## config.mk

```make
export PLATFORM = sky130hd
export DESIGN_NAME = issueq_release_flat
export DESIGN_NICKNAME = d
export VERILOG_FILES = /design/src/rtl/issueq_release_if.sv /design/src/rtl/issueq_release.sv /design/src/flat_wrapper.sv
export SDC_FILE = /design/constraint.sdc
export NUM_CORES = 1
export LEC_CHECK = 0
export ABC_AREA = 0
export BUFFER_PORTS_ARGS = -buffer_cell sky130_fd_sc_hd__buf_2
export CAP_MARGIN = 20
export CELL_PAD_IN_SITES_DETAIL_PLACEMENT = 1
export CELL_PAD_IN_SITES_GLOBAL_PLACEMENT = 1
export CORE_AREA = 2 2 141 143
export CTS_BUF_LIST = sky130_fd_sc_hd__clkbuf_4 sky130_fd_sc_hd__clkbuf_8 sky130_fd_sc_hd__clkbuf_16
export CTS_CLUSTER_SIZE = 28
export DETAILED_ROUTE_END_ITERATION = 12
export DIE_AREA = 0 0 143 145
export PLACE_DENSITY_LB_ADDON = 0.1
export SYNTH_ARGS = -nofsm -noshare
export SYNTH_HDL_FRONTEND = slang
export SYNTH_SLANG_ARGS = --single-unit
```

## constraint.sdc

```tcl
create_clock -name clock -period 46.6 [get_ports clock]
set_input_delay 4.66 -clock clock [delete_from_list [all_inputs] [get_ports clock]]
set_output_delay 4.66 -clock clock [all_outputs]
set_load 0.005 [all_outputs]
```

## src/rtl/issueq_release_if.sv

```systemverilog
`default_nettype none
// ============================================================================
// Module      : issueq_release_if
// Description : Grant/release bus between the select/grant logic, the
//               release collector and the issue-queue free list. Carries the
//               up-to-four entries issued per cycle and the up-to-four
//               entries returned to the free list per cycle.
// Revision    : 1.0 - initial release
// ============================================================================
interface issueq_release_if #(
    parameter int SIZE_ISSUEQ_LOG = 5
) ();

    // Entries issued by select/grant this cycle
    logic [SIZE_ISSUEQ_LOG-1:0] grantedEntry0_i;
    logic [SIZE_ISSUEQ_LOG-1:0] grantedEntry1_i;
    logic [SIZE_ISSUEQ_LOG-1:0] grantedEntry2_i;
    logic [SIZE_ISSUEQ_LOG-1:0] grantedEntry3_i;
    logic                       grantedValid0_i;
    logic                       grantedValid1_i;
    logic                       grantedValid2_i;
    logic                       grantedValid3_i;

    // Entries returned to the free list this cycle
    logic [SIZE_ISSUEQ_LOG-1:0] freedEntry0_o;
    logic [SIZE_ISSUEQ_LOG-1:0] freedEntry1_o;
    logic [SIZE_ISSUEQ_LOG-1:0] freedEntry2_o;
    logic [SIZE_ISSUEQ_LOG-1:0] freedEntry3_o;
    logic                       freedValid0_o;
    logic                       freedValid1_o;
    logic                       freedValid2_o;
    logic                       freedValid3_o;

    // Driver of grants / consumer of freed entries
    modport master (
        output grantedEntry0_i, grantedEntry1_i, grantedEntry2_i, grantedEntry3_i,
        output grantedValid0_i, grantedValid1_i, grantedValid2_i, grantedValid3_i,
        input  freedEntry0_o, freedEntry1_o, freedEntry2_o, freedEntry3_o,
        input  freedValid0_o, freedValid1_o, freedValid2_o, freedValid3_o
    );

    // Release collector side
    modport slave (
        input  grantedEntry0_i, grantedEntry1_i, grantedEntry2_i, grantedEntry3_i,
        input  grantedValid0_i, grantedValid1_i, grantedValid2_i, grantedValid3_i,
        output freedEntry0_o, freedEntry1_o, freedEntry2_o, freedEntry3_o,
        output freedValid0_o, freedValid1_o, freedValid2_o, freedValid3_o
    );

endinterface
`default_nettype wire

```

## src/rtl/issueq_release.sv

```systemverilog
`default_nettype none
// ============================================================================
// Module      : issueq_release
// Description : Issue-queue free-list return path. Entries released by
//               select/grant and by mispredict squash are collected into a
//               pending bit vector; up to four pending entries are returned
//               to the free list per cycle, lowest index first. A sticky
//               flag records any attempt to release an entry that is
//               already waiting to be returned.
// Revision    : 1.0 - initial release
// ============================================================================
module issueq_release #(
    parameter int SIZE_ISSUEQ     = 32,
    parameter int SIZE_ISSUEQ_LOG = 5
) (
    input  wire logic                     clock,
    input  wire logic                     reset_n,

    input  wire logic                     ctrlVerified_i,
    input  wire logic                     ctrlMispredict_i,
    input  wire logic [SIZE_ISSUEQ-1:0]   mispredictVector_i,

    issueq_release_if.slave               relBus,

    output logic [SIZE_ISSUEQ_LOG:0]      pendingCnt_o,
    output logic                          doubleFree_o
);

    // ------------------------------------------------------------------------
    // Constants
    // ------------------------------------------------------------------------
    // Number of grant ports and of free-list return slots per cycle
    localparam int c_PORTS = 4;

    // Entry count widened to index width + 1 so out-of-range grant indices
    // can be compared against it (matters only for non-power-of-2 sizes).
    localparam logic [SIZE_ISSUEQ_LOG:0] c_SIZE_EXT = (SIZE_ISSUEQ_LOG + 1)'(SIZE_ISSUEQ);

    // ------------------------------------------------------------------------
    // State
    // ------------------------------------------------------------------------
    logic [SIZE_ISSUEQ-1:0]             r_pendingVec;
    logic                               r_doubleFree;

    // ------------------------------------------------------------------------
    // Combinational signals
    // ------------------------------------------------------------------------
    logic [c_PORTS-1:0][SIZE_ISSUEQ_LOG-1:0] w_grantEntry;
    logic [c_PORTS-1:0]                      w_grantValid;

    logic [c_PORTS-1:0][SIZE_ISSUEQ_LOG-1:0] w_freedEntry;
    logic [c_PORTS-1:0]                      w_freedValid;
    logic [2:0]                              w_found;

    logic [SIZE_ISSUEQ-1:0]             w_selMask;
    logic [SIZE_ISSUEQ-1:0]             w_grantMask;
    logic [SIZE_ISSUEQ-1:0]             w_squashMask;
    logic [SIZE_ISSUEQ-1:0]             w_releaseMask;
    logic [SIZE_ISSUEQ-1:0]             w_keptVec;
    logic [SIZE_ISSUEQ-1:0]             w_nextVec;
    logic                               w_dupHit;
    logic [SIZE_ISSUEQ_LOG:0]           w_pendingCnt;

    // ------------------------------------------------------------------------
    // Gather the individual grant ports into indexable vectors
    // ------------------------------------------------------------------------
    assign w_grantEntry[0] = relBus.grantedEntry0_i;
    assign w_grantEntry[1] = relBus.grantedEntry1_i;
    assign w_grantEntry[2] = relBus.grantedEntry2_i;
    assign w_grantEntry[3] = relBus.grantedEntry3_i;

    assign w_grantValid[0] = relBus.grantedValid0_i;
    assign w_grantValid[1] = relBus.grantedValid1_i;
    assign w_grantValid[2] = relBus.grantedValid2_i;
    assign w_grantValid[3] = relBus.grantedValid3_i;

    // ------------------------------------------------------------------------
    // Pick the four lowest pending entries. Slots fill in order, so the
    // valids are always packed from slot 0 upwards and unused slots stay 0.
    // Only registered state feeds this, so there is no input-to-output path.
    // ------------------------------------------------------------------------
    always_comb begin
        w_selMask    = '0;
        w_freedValid = '0;
        w_freedEntry = '0;
        w_found      = 3'd0;
        for (int i = 0; i < SIZE_ISSUEQ; i++) begin
            if (r_pendingVec[i] && (w_found < 3'd4)) begin
                w_freedEntry[w_found[1:0]] = SIZE_ISSUEQ_LOG'(i);
                w_freedValid[w_found[1:0]] = 1'b1;
                w_selMask[i]               = 1'b1;
                w_found                    = w_found + 3'd1;
            end
        end
    end

    // ------------------------------------------------------------------------
    // Population count of the pending vector
    // ------------------------------------------------------------------------
    always_comb begin
        w_pendingCnt = '0;
        for (int i = 0; i < SIZE_ISSUEQ; i++) begin
            w_pendingCnt = w_pendingCnt + (SIZE_ISSUEQ_LOG + 1)'(r_pendingVec[i]);
        end
    end

    // ------------------------------------------------------------------------
    // Decode the grant ports into a mask; duplicates across ports merge, and
    // indices beyond the queue size are dropped.
    // ------------------------------------------------------------------------
    always_comb begin
        w_grantMask = '0;
        for (int n = 0; n < c_PORTS; n++) begin
            if (w_grantValid[n] && ({1'b0, w_grantEntry[n]} < c_SIZE_EXT)) begin
                w_grantMask[w_grantEntry[n]] = 1'b1;
            end
        end
    end

    // A mispredict only counts when the branch actually resolved this cycle
    assign w_squashMask  = (ctrlVerified_i && ctrlMispredict_i) ? mispredictVector_i : '0;
    assign w_releaseMask = w_grantMask | w_squashMask;

    // Entries that remain pending after this cycle's returns. A new release
    // hitting one of these is a double free; hitting an entry being returned
    // this cycle is legal and simply re-queues it (set wins over clear).
    assign w_keptVec = r_pendingVec & ~w_selMask;
    assign w_dupHit  = |(w_releaseMask & w_keptVec);
    assign w_nextVec = w_keptVec | w_releaseMask;

    // ------------------------------------------------------------------------
    // Pending vector and sticky double-free flag
    // ------------------------------------------------------------------------
    always_ff @(posedge clock or negedge reset_n) begin
        if (!reset_n) begin
            r_pendingVec <= '0;
            r_doubleFree <= 1'b0;
        end else begin
            r_pendingVec <= w_nextVec;
            if (w_dupHit) begin
                r_doubleFree <= 1'b1;
            end
        end
    end

    // ------------------------------------------------------------------------
    // Outputs
    // ------------------------------------------------------------------------
    assign relBus.freedEntry0_o = w_freedEntry[0];
    assign relBus.freedEntry1_o = w_freedEntry[1];
    assign relBus.freedEntry2_o = w_freedEntry[2];
    assign relBus.freedEntry3_o = w_freedEntry[3];

    assign relBus.freedValid0_o = w_freedValid[0];
    assign relBus.freedValid1_o = w_freedValid[1];
    assign relBus.freedValid2_o = w_freedValid[2];
    assign relBus.freedValid3_o = w_freedValid[3];

    assign pendingCnt_o = w_pendingCnt;
    assign doubleFree_o = r_doubleFree;

endmodule
`default_nettype wire

```

## src/flat_wrapper.sv

```systemverilog
// flat-port wrapper written by rule: the top's interface ports become plain ports
module issueq_release_flat 
#(
    parameter int SIZE_ISSUEQ     = 32,
    parameter int SIZE_ISSUEQ_LOG = 5
)
  (clock, reset_n, ctrlVerified_i, ctrlMispredict_i, mispredictVector_i, pendingCnt_o, doubleFree_o, relBus_grantedEntry0_i, relBus_grantedEntry1_i, relBus_grantedEntry2_i, relBus_grantedEntry3_i, relBus_grantedValid0_i, relBus_grantedValid1_i, relBus_grantedValid2_i, relBus_grantedValid3_i, relBus_freedEntry0_o, relBus_freedEntry1_o, relBus_freedEntry2_o, relBus_freedEntry3_o, relBus_freedValid0_o, relBus_freedValid1_o, relBus_freedValid2_o, relBus_freedValid3_o);
  issueq_release_if #(.SIZE_ISSUEQ_LOG(SIZE_ISSUEQ_LOG)) relBus_i ();
  input  wire logic clock;
  input  wire logic reset_n;
  input  wire logic ctrlVerified_i;
  input  wire logic ctrlMispredict_i;
  input  wire logic [SIZE_ISSUEQ-1:0] mispredictVector_i;
  output logic [SIZE_ISSUEQ_LOG:0] pendingCnt_o;
  output logic doubleFree_o;
  input wire logic [$bits(relBus_i.grantedEntry0_i)-1:0] relBus_grantedEntry0_i;
  input wire logic [$bits(relBus_i.grantedEntry1_i)-1:0] relBus_grantedEntry1_i;
  input wire logic [$bits(relBus_i.grantedEntry2_i)-1:0] relBus_grantedEntry2_i;
  input wire logic [$bits(relBus_i.grantedEntry3_i)-1:0] relBus_grantedEntry3_i;
  input wire logic [$bits(relBus_i.grantedValid0_i)-1:0] relBus_grantedValid0_i;
  input wire logic [$bits(relBus_i.grantedValid1_i)-1:0] relBus_grantedValid1_i;
  input wire logic [$bits(relBus_i.grantedValid2_i)-1:0] relBus_grantedValid2_i;
  input wire logic [$bits(relBus_i.grantedValid3_i)-1:0] relBus_grantedValid3_i;
  output wire logic [$bits(relBus_i.freedEntry0_o)-1:0] relBus_freedEntry0_o;
  output wire logic [$bits(relBus_i.freedEntry1_o)-1:0] relBus_freedEntry1_o;
  output wire logic [$bits(relBus_i.freedEntry2_o)-1:0] relBus_freedEntry2_o;
  output wire logic [$bits(relBus_i.freedEntry3_o)-1:0] relBus_freedEntry3_o;
  output wire logic [$bits(relBus_i.freedValid0_o)-1:0] relBus_freedValid0_o;
  output wire logic [$bits(relBus_i.freedValid1_o)-1:0] relBus_freedValid1_o;
  output wire logic [$bits(relBus_i.freedValid2_o)-1:0] relBus_freedValid2_o;
  output wire logic [$bits(relBus_i.freedValid3_o)-1:0] relBus_freedValid3_o;
  assign relBus_i.grantedEntry0_i = relBus_grantedEntry0_i;
  assign relBus_i.grantedEntry1_i = relBus_grantedEntry1_i;
  assign relBus_i.grantedEntry2_i = relBus_grantedEntry2_i;
  assign relBus_i.grantedEntry3_i = relBus_grantedEntry3_i;
  assign relBus_i.grantedValid0_i = relBus_grantedValid0_i;
  assign relBus_i.grantedValid1_i = relBus_grantedValid1_i;
  assign relBus_i.grantedValid2_i = relBus_grantedValid2_i;
  assign relBus_i.grantedValid3_i = relBus_grantedValid3_i;
  assign relBus_freedEntry0_o = relBus_i.freedEntry0_o;
  assign relBus_freedEntry1_o = relBus_i.freedEntry1_o;
  assign relBus_freedEntry2_o = relBus_i.freedEntry2_o;
  assign relBus_freedEntry3_o = relBus_i.freedEntry3_o;
  assign relBus_freedValid0_o = relBus_i.freedValid0_o;
  assign relBus_freedValid1_o = relBus_i.freedValid1_o;
  assign relBus_freedValid2_o = relBus_i.freedValid2_o;
  assign relBus_freedValid3_o = relBus_i.freedValid3_o;
  issueq_release #(.SIZE_ISSUEQ(SIZE_ISSUEQ), .SIZE_ISSUEQ_LOG(SIZE_ISSUEQ_LOG)) u_core (.clock(clock), .reset_n(reset_n), .ctrlVerified_i(ctrlVerified_i), .ctrlMispredict_i(ctrlMispredict_i), .mispredictVector_i(mispredictVector_i), .relBus(relBus_i), .pendingCnt_o(pendingCnt_o), .doubleFree_o(doubleFree_o));
endmodule
```

==> results.ini <==
[synth]
ys_seq_area_share_pct = 8.89
synthCells = 1294
ys_seq_elements = 33
synth_area_um2 = 9280
synthAdderAreaFrac_pct = 21.7
synthArstFlopShare_pct = 100
avgSynthCellArea_um2 = 7.17
synthSimpleGateAreaFrac_pct = 30.6
synth_compound_area_share_pct = 25.2
synth_top_family_by_area = simple AND/OR/NAND/NOR gates
synth.area.mux_share_pct = 1.73
ys.flop_type = dfrtp_1
synth_edf_count = 0
synthXorXnorAreaFrac_pct = 5.08
synth.distinct_cells = 86
mappedNetlistNets = 1500
yosys_warnings = 0

[drt]
vias_per_cell = 6.45
drc = 0
ant_nets = 0
dr.pass1.iters = 7
num_vias = 10400
routed_wl_um = 37400
drt-initial-drc-count = 762
routedWlPerCell_um = 23.2

[floorplan]
io_pins = 91
chipHeight_um = 145
dieWidth_um = 143
row_count = 51
core_area_um2 = 19200
fp.dieArea_um2 = 20700
start_util_pct = 48.3

[timing]
fmax_mhz = 31.3
rsz0062_at_grt = false
worst_pin_slew_ps = 1120
drv_slew = 0
setup_viol = 0
period_minus_slack_ps = 31960
slew_headroom_pct = 23.3
timing.final.crit_share_pct = 68.6
finalSetupTns_ps = 0
hold_viol = 0
skew_ps = 10.4

[min_path]
hold_path_startpoint = u_core.r_pendingVec[31]
hold_depth = 2
hold_path_end = u_core.r_pendingVec[31]
hold_path.class = reg2reg

[place]
dpl.hpwl_um = 31600
place_congestion = 0.980
port_buffers = 90

[critical_path]
cp.required_ps = 41940
r2r_slack_ps = 19800
worstPathArrival_ps = 27300
r2r_start = u_core.r_pendingVec[1]
crit_slowest_cell = nor2_1
endpoint_kind = primary output
crit_fanout = 15
crit_top_cell = ha_1
slowest_delay_ps = 830
cp-start-kind = flop
reg2regPathDepth = 102
r2r-end = u_core.doubleFree_o
crit_type = reg2out

[job]
drv_cap = 0

[global_routing]
grt_pass1_vias = 10700
antenna_found_initial = 0
track_usage_pct = 36.0
grt_pass1_wl_um = 58900
grt_overflow = 0
grt_max_degree = 34

[clock_network]
hold_buffers = 0
clockRootBuffer = clkbuf_16
clock_sinks = 33
post_cts_buffers = 0
clkSlewWorstSetupHoldPaths_ps = 60
cts_tree = yes
cts_max_path_buffers = 2
post_cts_resized = 0
clock_latency_ps = 290
htree_levels = 2
cts-buffers-inserted = 5

[final_layout]
num-fill-cells = 2519
layout_commonest_cell = nand2_1
drive_gt1_share_pct = 11.1
layout.nets = 1555
syn2layout_area_growth_pct = 8.37
layout.area.seq_um2 = 826
num_antenna_cells = 0
mostFrequentLayoutCells = nand2_1 (217), ha_1 (121), inv_1 (104), buf_2 (90), nor2_1 (87)
multiInputGateArea_um2 = 7830

[run_status]
status = complete, no violations

-- final cells by class --
class	count	share of cell area, %
sequential	33	8.21
inverter	108	4.03
clock buffer	6	1.32
clock inverter	2	0.0995
multi-input combinational	1101	77.8
timing repair buffer	100	5.22
tap	265	3.30
-- worst max-delay path by stage --
| stage | depth (start not counted) | to | startpoint | slack [ps] |
|---|---|---|---|---|
| global route | 103 | relBus_freedEntry3_o[2] | u_core.r_pendingVec[1] | 12750 |
| finish | 103 | relBus_freedEntry3_o[2] | u_core.r_pendingVec[1] | 14640 |
| global placement | 103 | relBus_freedEntry3_o[2] | u_core.r_pendingVec[1] | 16570 |
| floorplan | 104 | relBus_freedEntry3_o[3] | u_core.r_pendingVec[1] | 20010 |
| detailed placement | 102 | relBus_freedEntry3_o[2] | u_core.r_pendingVec[1] | 15650 |
| CTS | 102 | relBus_freedEntry3_o[2] | u_core.r_pendingVec[1] | 15260 |
-- cells in the mapped netlist, types with 13 or more instances --
cell       instances  share of area, %
fa_1              25               5.4
nor2_1            87               3.5
nand2b_1          14              0.94
or3_1             13              0.88
clkbuf_1          43               1.7
nor4_1            18               1.2
a211oi_1          13               1.1
dfrtp_1           33               8.9
and3_1            24               1.6
nand3_1           68               3.7
o21ai_0           49               2.6
xnor2_1           24               2.3
a31oi_1           15               1.0
a22o_1            15               1.4
ha_1             121                16
a2111oi_0         19               1.8
nand4_1           20               1.3
and2_1            19               1.3
nor3_1            24               1.3
nand2_1          217               8.8
o22ai_1           32               2.2
a21o_1            14               1.1
inv_1            104               4.2
a21oi_1           42               2.3
nand3b_1          24               1.9
a22oi_1           29               2.3
-- sequential cells by signal, summed over array words and instances (netlist names) --
| name | flops |
|---|---|
| u_core.r_pendingVec | 32 |
| u_core.doubleFree_o | 1 |
-- routing by layer --
metal | GRT usage, % | up-vias | routed length [um]
met3 | 3.20 | 106 | 2480
met2 | 56.8 | 519 | 16800
met1 | 49.9 | 4985 | 16300
met4 | 15.7 | 0 | 1820
li1 | - | 4806 | -
met5 | 0 | - | 0
-- critical path, delay by kind of cell (launching register included) --
kind                       cells  cell delay, ps
and+or+nand+nor               37           10610
AOI/OAI and AO/OA             24            5220
DFF                            1             410
buffers and inverters         11            1310
muxes                          7            2150
xor gates and xnor gates       5            1640
adders and majority gates     19            5650
-- stage by stage --
stage	hold WS [ps]	util (%)	cell area [um2]	worst slack (ps)	instances
3_5_place_dp	565	51.6	9920	15650	1607
6_report	580	52.4	10100	14640	1615
5_1_grt	628	52.4	10100	12750	1615
2_1_floorplan	502	-	9280	20010	1294
4_1_cts	576	52.4	10100	15260	1615
3_3_place_gp	552	51.6	9920	16570	1607
-- cell families (layout without fill, tap and decap cells) --
kind of cell | after synthesis | in the layout
adder cells (fa/ha/maj) | 146 | 146
multiplexers | 15 | 15
AO/OA/AOI/OAI | 326 | 326
buffers and inverters | 160 | 216
AND/OR/NAND/NOR | 575 | 575
flip-flops | 33 | 33
XOR/XNOR | 39 | 39
Power is not shown: default switching activity piles up to over one toggle a cycle in this logic, so the estimate is an artifact.
